### src/rtl/bp_ctrl_if.sv
// Branch-prediction counter cache port: two read ports (fetch, execute) and one write port.
// master = bp_ctrl (drives addresses/write data), slave = counter cache.
interface bp_ctrl_if #(
    parameter int unsigned AWIDTH = 32,
    parameter int unsigned CWIDTH = 2
);
    logic [AWIDTH-1:0] bpc_ra0;
    logic [AWIDTH-1:0] bpc_ra1;
    logic [AWIDTH-1:0] bpc_wa;
    logic [CWIDTH-1:0] bpc_dout0;
    logic [CWIDTH-1:0] bpc_dout1;
    logic              bpc_hit0;
    logic              bpc_hit1;
    logic [CWIDTH-1:0] bpc_din;
    logic              bpc_we;

    modport master (
        output bpc_ra0, bpc_ra1, bpc_wa, bpc_din, bpc_we,
        input  bpc_dout0, bpc_dout1, bpc_hit0, bpc_hit1
    );

    modport slave (
        input  bpc_ra0, bpc_ra1, bpc_wa, bpc_din, bpc_we,
        output bpc_dout0, bpc_dout1, bpc_hit0, bpc_hit1
    );
endinterface

### src/rtl/bp_ctrl.sv
// Saturating-counter branch predictor controller with a one-entry write buffer.
// Optional feature macro: BP_PERF_EN (branch / mispredict event counters).
module bp_ctrl #(
    parameter int unsigned AWIDTH = 32,
    parameter int unsigned CWIDTH = 2
) (
    input  logic              clk,
    input  logic              reset_n,
    input  logic [AWIDTH-1:0] pc_if,
    input  logic              if_valid,
    input  logic              stall,
    input  logic              flush,
    output logic              pred_taken,
    input  logic              ex_valid,
    input  logic              ex_is_branch,
    input  logic              ex_taken,
    input  logic [AWIDTH-1:0] ex_pc,
    output logic              mispredict,
    bp_ctrl_if.master         bpc,
    output logic [31:0]       perf_branches,
    output logic [31:0]       perf_mispredicts
);

    localparam int unsigned PERF_W = 32;
    localparam logic [CWIDTH-1:0] CNT_MAX = '1;
    localparam logic [CWIDTH-1:0] CNT_WNT = CNT_MAX >> 1;

    typedef struct packed {
        logic vld;
        logic pred;
    } stage_t;

    typedef struct packed {
        logic              vld;
        logic [AWIDTH-1:0] addr;
        logic [CWIDTH-1:0] cnt;
    } wbuf_t;

    stage_t            id_q, id_d, ex_q, ex_d;
    wbuf_t             wb_q, wb_d;
    logic              mispredict_q, mispredict_d;
    logic              accept_c;
    logic [AWIDTH-1:0] ex_addr_c;
    logic [CWIDTH-1:0] old_cnt_c, new_cnt_c;
    logic [3:0]        unused_pc_lsb_c;

    // Byte PCs map to word addresses; the low two bits never reach the cache.
    assign unused_pc_lsb_c = {pc_if[1:0], ex_pc[1:0]};
    assign ex_addr_c       = {2'b00, ex_pc[AWIDTH-1:2]};
    assign bpc.bpc_ra0     = {2'b00, pc_if[AWIDTH-1:2]};
    assign bpc.bpc_ra1     = ex_addr_c;
    assign bpc.bpc_wa      = wb_q.addr;
    assign bpc.bpc_din     = wb_q.cnt;
    assign bpc.bpc_we      = wb_q.vld;
    assign pred_taken      = if_valid & bpc.bpc_hit0 & bpc.bpc_dout0[CWIDTH-1];
    assign mispredict      = mispredict_q;
    assign accept_c        = ex_valid & ex_is_branch & ~stall;

    // Prediction pipe: flush beats stall.
    always_comb begin
        id_d = id_q;
        ex_d = ex_q;
        if (flush) begin
            id_d = '0;
            ex_d = '0;
        end else if (!stall) begin
            id_d.vld  = if_valid;
            id_d.pred = pred_taken;
            ex_d      = id_q;
        end
    end

    // Counter update; the buffered value is fresher than the cache for the same address.
    always_comb begin
        old_cnt_c = CNT_WNT;
        if (wb_q.vld && (wb_q.addr == ex_addr_c)) begin
            old_cnt_c = wb_q.cnt;
        end else if (bpc.bpc_hit1) begin
            old_cnt_c = bpc.bpc_dout1;
        end
        new_cnt_c = old_cnt_c;
        if (ex_taken) begin
            if (old_cnt_c != CNT_MAX) new_cnt_c = old_cnt_c + CWIDTH'(1);
        end else begin
            if (old_cnt_c != '0) new_cnt_c = old_cnt_c - CWIDTH'(1);
        end

        wb_d     = wb_q;
        wb_d.vld = 1'b0;
        if (accept_c) begin
            wb_d.vld  = 1'b1;
            wb_d.addr = ex_addr_c;
            wb_d.cnt  = new_cnt_c;
        end

        mispredict_d = accept_c & ((ex_q.vld & ex_q.pred) != ex_taken);
    end

    always_ff @(posedge clk or negedge reset_n) begin
        if (!reset_n) begin
            id_q         <= '0;
            ex_q         <= '0;
            wb_q         <= '0;
            mispredict_q <= 1'b0;
        end else begin
            id_q         <= id_d;
            ex_q         <= ex_d;
            wb_q         <= wb_d;
            mispredict_q <= mispredict_d;
        end
    end

`ifdef BP_PERF_EN
    logic [PERF_W-1:0] perf_branches_q, perf_branches_d;
    logic [PERF_W-1:0] perf_mispredicts_q, perf_mispredicts_d;

    always_comb begin
        perf_branches_d    = perf_branches_q + PERF_W'(accept_c);
        perf_mispredicts_d = perf_mispredicts_q + PERF_W'(mispredict_q);
    end

    always_ff @(posedge clk or negedge reset_n) begin
        if (!reset_n) begin
            perf_branches_q    <= '0;
            perf_mispredicts_q <= '0;
        end else begin
            perf_branches_q    <= perf_branches_d;
            perf_mispredicts_q <= perf_mispredicts_d;
        end
    end

    assign perf_branches    = perf_branches_q;
    assign perf_mispredicts = perf_mispredicts_q;
`else
    assign perf_branches    = '0;
    assign perf_mispredicts = '0;
`endif

endmodule

### src/flat_wrapper.sv
// flat-port wrapper written by rule: the top's interface ports become plain ports
module bp_ctrl_flat 
#(
    parameter int unsigned AWIDTH = 32,
    parameter int unsigned CWIDTH = 2
)
  (clk, reset_n, pc_if, if_valid, stall, flush, pred_taken, ex_valid, ex_is_branch, ex_taken, ex_pc, mispredict, perf_branches, perf_mispredicts, bpc_bpc_ra0, bpc_bpc_ra1, bpc_bpc_wa, bpc_bpc_din, bpc_bpc_we, bpc_bpc_dout0, bpc_bpc_dout1, bpc_bpc_hit0, bpc_bpc_hit1);
  bp_ctrl_if #(.AWIDTH(AWIDTH), .CWIDTH(CWIDTH)) bpc_i ();
  input  logic clk;
  input  logic reset_n;
  input  logic [AWIDTH-1:0] pc_if;
  input  logic if_valid;
  input  logic stall;
  input  logic flush;
  output logic pred_taken;
  input  logic ex_valid;
  input  logic ex_is_branch;
  input  logic ex_taken;
  input  logic [AWIDTH-1:0] ex_pc;
  output logic mispredict;
  output logic [31:0] perf_branches;
  output logic [31:0] perf_mispredicts;
  output wire logic [$bits(bpc_i.bpc_ra0)-1:0] bpc_bpc_ra0;
  output wire logic [$bits(bpc_i.bpc_ra1)-1:0] bpc_bpc_ra1;
  output wire logic [$bits(bpc_i.bpc_wa)-1:0] bpc_bpc_wa;
  output wire logic [$bits(bpc_i.bpc_din)-1:0] bpc_bpc_din;
  output wire logic [$bits(bpc_i.bpc_we)-1:0] bpc_bpc_we;
  input wire logic [$bits(bpc_i.bpc_dout0)-1:0] bpc_bpc_dout0;
  input wire logic [$bits(bpc_i.bpc_dout1)-1:0] bpc_bpc_dout1;
  input wire logic [$bits(bpc_i.bpc_hit0)-1:0] bpc_bpc_hit0;
  input wire logic [$bits(bpc_i.bpc_hit1)-1:0] bpc_bpc_hit1;
  assign bpc_bpc_ra0 = bpc_i.bpc_ra0;
  assign bpc_bpc_ra1 = bpc_i.bpc_ra1;
  assign bpc_bpc_wa = bpc_i.bpc_wa;
  assign bpc_bpc_din = bpc_i.bpc_din;
  assign bpc_bpc_we = bpc_i.bpc_we;
  assign bpc_i.bpc_dout0 = bpc_bpc_dout0;
  assign bpc_i.bpc_dout1 = bpc_bpc_dout1;
  assign bpc_i.bpc_hit0 = bpc_bpc_hit0;
  assign bpc_i.bpc_hit1 = bpc_bpc_hit1;
  bp_ctrl #(.AWIDTH(AWIDTH), .CWIDTH(CWIDTH)) u_core (.clk(clk), .reset_n(reset_n), .pc_if(pc_if), .if_valid(if_valid), .stall(stall), .flush(flush), .pred_taken(pred_taken), .ex_valid(ex_valid), .ex_is_branch(ex_is_branch), .ex_taken(ex_taken), .ex_pc(ex_pc), .mispredict(mispredict), .bpc(bpc_i), .perf_branches(perf_branches), .perf_mispredicts(perf_mispredicts));
endmodule
### config.mk
export PLATFORM = sky130hd
export DESIGN_NAME = bp_ctrl_flat
export DESIGN_NICKNAME = d
export VERILOG_FILES = /design/src/rtl/bp_ctrl_if.sv /design/src/rtl/bp_ctrl.sv /design/src/flat_wrapper.sv
export SDC_FILE = /design/constraint.sdc
export NUM_CORES = 1
export LEC_CHECK = 0
export ABC_CLOCK_PERIOD_IN_PS = 1550
export CORE_ASPECT_RATIO = 0.5
export CORE_UTILIZATION = 33
export DETAILED_ROUTE_END_ITERATION = 6
export PLACE_DENSITY = 0.83
export SYNTH_ARGS = -nofsm -noshare
export SYNTH_HDL_FRONTEND = slang
export SYNTH_SLANG_ARGS = --single-unit
### constraint.sdc
create_clock -name clk -period 1.55 [get_ports clk]
set_clock_uncertainty 0.05 [all_clocks]
set_input_delay 0.31 -clock clk [delete_from_list [all_inputs] [get_ports clk]]
set_output_delay 0.31 -clock clk [all_outputs]
set_load 0.005 [all_outputs]
; ---- Yosys cells after proc, flatten, opt, wreduce, memory -nomap -nowiden
; Index checks and enable logic that the tools add are counted.
[word_totals]
inputBits = 78
elab_cells = 33
out_inout_bits = 165
reg_bits = 38
[op_classes]
mux = 10
n_reduce_logical = 2
n_eq_ne = 4
n_addsub = 2
bitwise = 7
[op_table]
columns = op, n
row1 = two-way mux 35 bit, 1
row2 = equality test 30 bit, 1
row3 = two-way mux 2 bit, 9
row4 = bitwise AND 1 bit, 6
row5 = adder 2 x 1 -> 2 bit (second input constant), 1
row6 = != test 2 x 1 -> 1 bit (second input constant), 1
row7 = != test 2 bit (second input constant), 1
row8 = nonzero test 2 bit, 1
row9 = subtractor 2 x 1 -> 2 bit (second input constant), 1
row10 = logical AND 1 bit, 1
row11 = != test 1 bit, 1
row12 = inverter 1 bit, 1

; ---- Longest topological paths before layout
[depth]
ltp_word = 7
mapped_depth = 6
depth_no_buf = 5

; ---- Worst setup path before layout
; Ideal clock, no wire load.
[synth_path]
path_type = flip-flop to flip-flop
startpoint = reg u_core.wb_q, in the netlist u_core.bpc.bpc_wa[28]
endpoint = reg u_core.wb_q, in the netlist u_core.bpc.bpc_din[0]
slack_ns = 0.124
required_ns = 1.369
synth_period_minus_slack_ns = 1.426
t_arrival_ns = 1.245
setup_time_ns = 0.131
path_buffers = 0
path_stages_with_launch = 6
cell_sequence = dfrtp_1 xor2_1 nor4_1 and4_1 and2_1 o211ai_1
[synth_via]
elab_chain_cells = 6
elab_cells_between_ends = 10
cone_classes = 2 x add/sub / 2 x eq/ne / 4 x mux / 2 x reduce/logical
[synth_rtl]
columns = element, line_no
row1 = start: declaration, bp_ctrl.sv:40  ; wbuf_t wb_q, wb_d;
row2 = start signal: assignment, bp_ctrl.sv:108  ; wb_q <= wb_d;
row3 = equality test 30 bit (*), bp_ctrl.sv:76  ; if (wb_q.vld && (wb_q.addr == ex_addr_c)) begin
row4 = logical AND 1 bit (*), bp_ctrl.sv:76
row5 = two-way mux 2 bit (*), bp_ctrl.sv:76
row6 = subtractor 2 x 1 -> 2 bit (tied with other cells), bp_ctrl.sv:85  ; if (old_cnt_c != '0) new_cnt_c = old_cnt_c - CWIDTH'(1);
row7 = "two-way mux 2 bit, on equally long branches", "bp_ctrl.sv:85, bp_ctrl.sv:83"
row8 = two-way mux 2 bit (*), bp_ctrl.sv:82  ; if (ex_taken) begin
; Mark *: on every way between the ends. The rest lies on a longest branch, timed or not.
; A chain may end at the register's enable or synchronous reset.

; ---- Final worst setup path
[layout_path]
startpoint = in ex_pc[20]
endpoint = reg u_core.wb_q, in the netlist u_core.bpc.bpc_din[0]
[layout_via]
elab_chain_cells = 6
elab_cells_between_ends = 10
cone_classes = 2 x add/sub / 2 x eq/ne / 4 x mux / 2 x reduce/logical
[layout_rtl]
columns = element, line_no
row1 = start: declaration, flat_wrapper.sv:19  ; input logic [AWIDTH-1:0] ex_pc;
row2 = equality test 30 bit (*), bp_ctrl.sv:76
row3 = logical AND 1 bit (*), bp_ctrl.sv:76
row4 = two-way mux 2 bit (*), bp_ctrl.sv:76
row5 = subtractor 2 x 1 -> 2 bit (tied with other cells), bp_ctrl.sv:85
row6 = "two-way mux 2 bit, on equally long branches", "bp_ctrl.sv:85, bp_ctrl.sv:83"
row7 = two-way mux 2 bit (*), bp_ctrl.sv:82
; Marks and branches as above.

==> impl_metrics.csv <==
group,metric,value,unit
outcome,outcome,"finished with violations",
outcome,violations,"negative setup slack",
placed_design,place_ws,-0.496,ns
die,initial_core_util,34.9,%
yosys,async_flop_share,100,%
routing,first_iter_violations,99,
routing,vias,2128,
clocking,numCtsBuffers,5,
yosys,synth_top_area_share,34.2,%
yosys,yosysSeqAreaShare,33.3,%
cells_and_area,fin_nets,503,
job,drv_cap,0,
placed_design,io_buffers,107,
yosys,avgSynthCellArea,8.39,um^2
critical_path,startpoint_type,"input pin",
clocking,cts.sinks,38,
power_and_ir_drop,switching_power,0.000944,W
timing,tightest_slew,0.501,ns
yosys,synth_top_flop_cell,"dfrtp_1",
critical_path,arrival,1.77,ns
die,die_area,0.00904,mm^2
yosys,synth_cell_types,30,
timing,fin_crit_sh,107,%
routing,dr.pass1.iters,4,
power_and_ir_drop,p_comb_share,29.3,%
clocking,h-tree-depth,2,
global_route,grt_pass1_wl,9850,um
placed_design,place.gp.congestion,0.720,
yosys,yosys_warnings,0,
power_and_ir_drop,clockPowerShare,32.1,%
power_and_ir_drop,power_frac_seq,38.6,%
clocking,clk_latency,0.28,ns
yosys,synth_edf_count,0,
yosys,synth.most_common_cell,"buf_4",
global_route,first_global_vias,2012,
critical_path,end_kind,"register",
yosys,synthTopCellsByCount,"130 x buf_4, 93 x nand2_1, 38 x dfrtp_1",
cells_and_area,stdcell_area,0.00376,mm^2
critical_path,crit_required,1.66,ns
die,ios,243,
cells_and_area,antennaDiodeCount,0,
power_and_ir_drop,power_leakage,2.08,nW
timing,max-slew-margin-rel,66.6,%
timing,rsz0062_at_grt,"true",
yosys,syn_inst,340,
routing,ant_nets,0,
placed_design,post-dp-hpwl,5080,um
power_and_ir_drop,power_density,865,mW/mm^2
yosys,ys_seq_elements,38,
critical_path,path_cells,"clkdlybuf4s50_1, xor2_1, nor4_1, and4_4, and2_4, o211ai_1",
global_route,grt_use_total,14.3,%
placed_design,place_area,0.00356,mm^2
yosys,synthesis.area,0.00285,mm^2
timing,drv_slew,0,
cells_and_area,area_growth,31.7,%
power_and_ir_drop,swShare,29.1,%
global_route,grt_max_degree,39,
routing,drc_errors,0,
clocking,root_buffer,"clkbuf_16",
cells_and_area,fill_cells,774,
critical_path,worst_path_max_delay_cell,"clkdlybuf4s50_1",
routing,routedWlPerCell,12.2,um
global_route,grt_overflow_total,0,
timing,timing.fmax,602,MHz
die,core-area,0.00817,mm^2
power_and_ir_drop,ir_drop,454,uV
die,dieHeight,67.7,um
die,fp.dieW,133,um
timing,timing.final.ws_setup,-0.111,ns
cells_and_area,post-route-util,46.0,%
critical_path,critPathMaxStageDelay,0.46,ns
timing,hold_viol_final,0,
routing,viasPerCell,3.96,
critical_path,cp_max_fo,3,
worst_hold_path,hp-class,"input pin to async pin",
routing,totalWireLength,6540,um
timing,setup_viol,2,
yosys,yosys.area.top_type,"buf_4",
timing,holdWs,0.0269,ns
die,row_count,23,
clocking,clock_path_buffers,2,
global_route,antenna_found_initial,0,
power_and_ir_drop,intPower,0.00231,W
yosys,ys_top_cells_by_area,"buf_4 34%, dfrtp_1 33%, nand2_1 12%",
critical_path,path_class,"input pin to register",
timing,finalCriticalPeriod,1.66,ns
clocking,clkTransAtPathRegs,0.06,ns
cells_and_area,drive_gt1_share,13.6,%
clocking,cts_tree,"done",
-- final timing paths --
kind                       cells after the start  slack (ns)                           endpoint                         startpoint
hold / removal                                 2        0.03   u_core.bpc.bpc_wa[5]$_DFFE_PN0P_                            reset_n
setup reg to reg                               5       -0.07  u_core.bpc.bpc_din[0]$_DFFE_PN0P_  u_core.bpc.bpc_wa[29]$_DFFE_PN0P_
max in group asynchronous                      2        1.07  u_core.bpc.bpc_wa[11]$_DFFE_PN0P_                            reset_n
setup / recovery                               6       -0.11  u_core.bpc.bpc_din[0]$_DFFE_PN0P_                          ex_pc[20]
min in group clk                               4        0.35  u_core.bpc.bpc_wa[11]$_DFFE_PN0P_                          ex_pc[13]
hold reg to reg                                2        0.46   u_core.bpc.bpc_wa[0]$_DFFE_PN0P_   u_core.bpc.bpc_wa[0]$_DFFE_PN0P_
-- metrics by stage --
| step | TNS, ns | power, W | instances |
|---|---|---|---|
| final | -0.183 | 0.00325 | 538 |
| after global routing | -0.354 | 0.00344 | 538 |
| after CTS | -0.119 | 0.00328 | 536 |
| after detailed placement | -9.61 | 0.00229 | 524 |
| after global placement | -9.47 | 0.00226 | 524 |
| after floorplan | 0 | 0.00185 | 409 |
-- cell families after synthesis --
group | synth area share, %
compound gates | 2.11
mux | 1.40
simple gates | 17.6
fa+ha+maj | 0.351
flops | 33.3
buf+inv | 35.6
other cells | 0.132
xor+xnor | 9.52
-- metal layers --
| layer | GRT usage (%) | vias to the layer above | share of wire, % |
|---|---|---|---|
| li1 | - | 1029 | - |
| met1 | 14.6 | 1017 | 37 |
| met2 | 28.5 | 73 | 56 |
| met3 | 4.50 | 9 | 5.8 |
| met4 | 4.40 | 0 | 0.84 |
| met5 | 0 | - | 0 |
-- power by group through the flow --
stage	clock (W)	sequential, W	combinational, W
floorplan	0	0.00128	0.000573
global placement	0	0.00127	0.000990
detailed placement	0	0.00128	0.00101
finish	0.00104	0.00125	0.000952
CTS	0.00106	0.00126	0.000960
global route	0.00111	0.00128	0.00105
-- layout by cell type, fill, tap and decap left out, types with 2 or more instances in the layout --
cell type and instances:
nand2_1 93, conb_1 70, dlygate4sd2_1 47, clkdlybuf4s50_1 42
buf_4 39, dfrtp_1 38, xor2_1 15, xnor2_1 15
dlymetal6s2s_1 12, nor2_1 7, clkbuf_16 5, nand4_1 4
mux2i_1 4, clkdlybuf4s15_1 4, nor4_1 2, a21oi_1 2
o21ai_0 2, nand3_1 2
-- final cells by class --
cell class / instances / area (um^2) / share of cell area (%)
Multi-Input combinational cell: 232 / 1180 / 31.4
Timing Repair Buffer: 146 / 1330 / 35.3
Clock buffer: 6 / 139 / 3.70
Clock inverter: 2 / 12.5 / 0.333
Sequential cell: 38 / 951 / 25.3
Inverter: 2 / 7.51 / 0.200
Tap cell: 112 / 140 / 3.73
-- worst max-delay path, delay by kind of cell --
| family | cells | cell delay (ns) |
|---|---|---|
| buf+inv | 1 | 0.46 |
| xor+xnor | 1 | 0.18 |
| compound gates | 1 | 0.09 |
| simple gates | 3 | 0.74 |
-- what timing repair did --
item | in CTS | in global routing
gates cloned | 0 | 0
pin swaps | 7 | 4
hold buffers | 0 | 0
resized for setup | 61 | 17
buffers inserted | 4 | 2
setup endpoints to repair | 55 | 18
endpoints found under the hold margin | 0 | 0
-- sequential cells by signal (all words and copies together), names as in the netlist --
name and cells:
u_core.id_q 2, u_core.bpc.bpc_we 1, u_core.mispredict 1, u_core.bpc.bpc_wa 30, u_core.ex_q 2, u_core.bpc.bpc_din 2
Power figures use the tool's default switching activity.
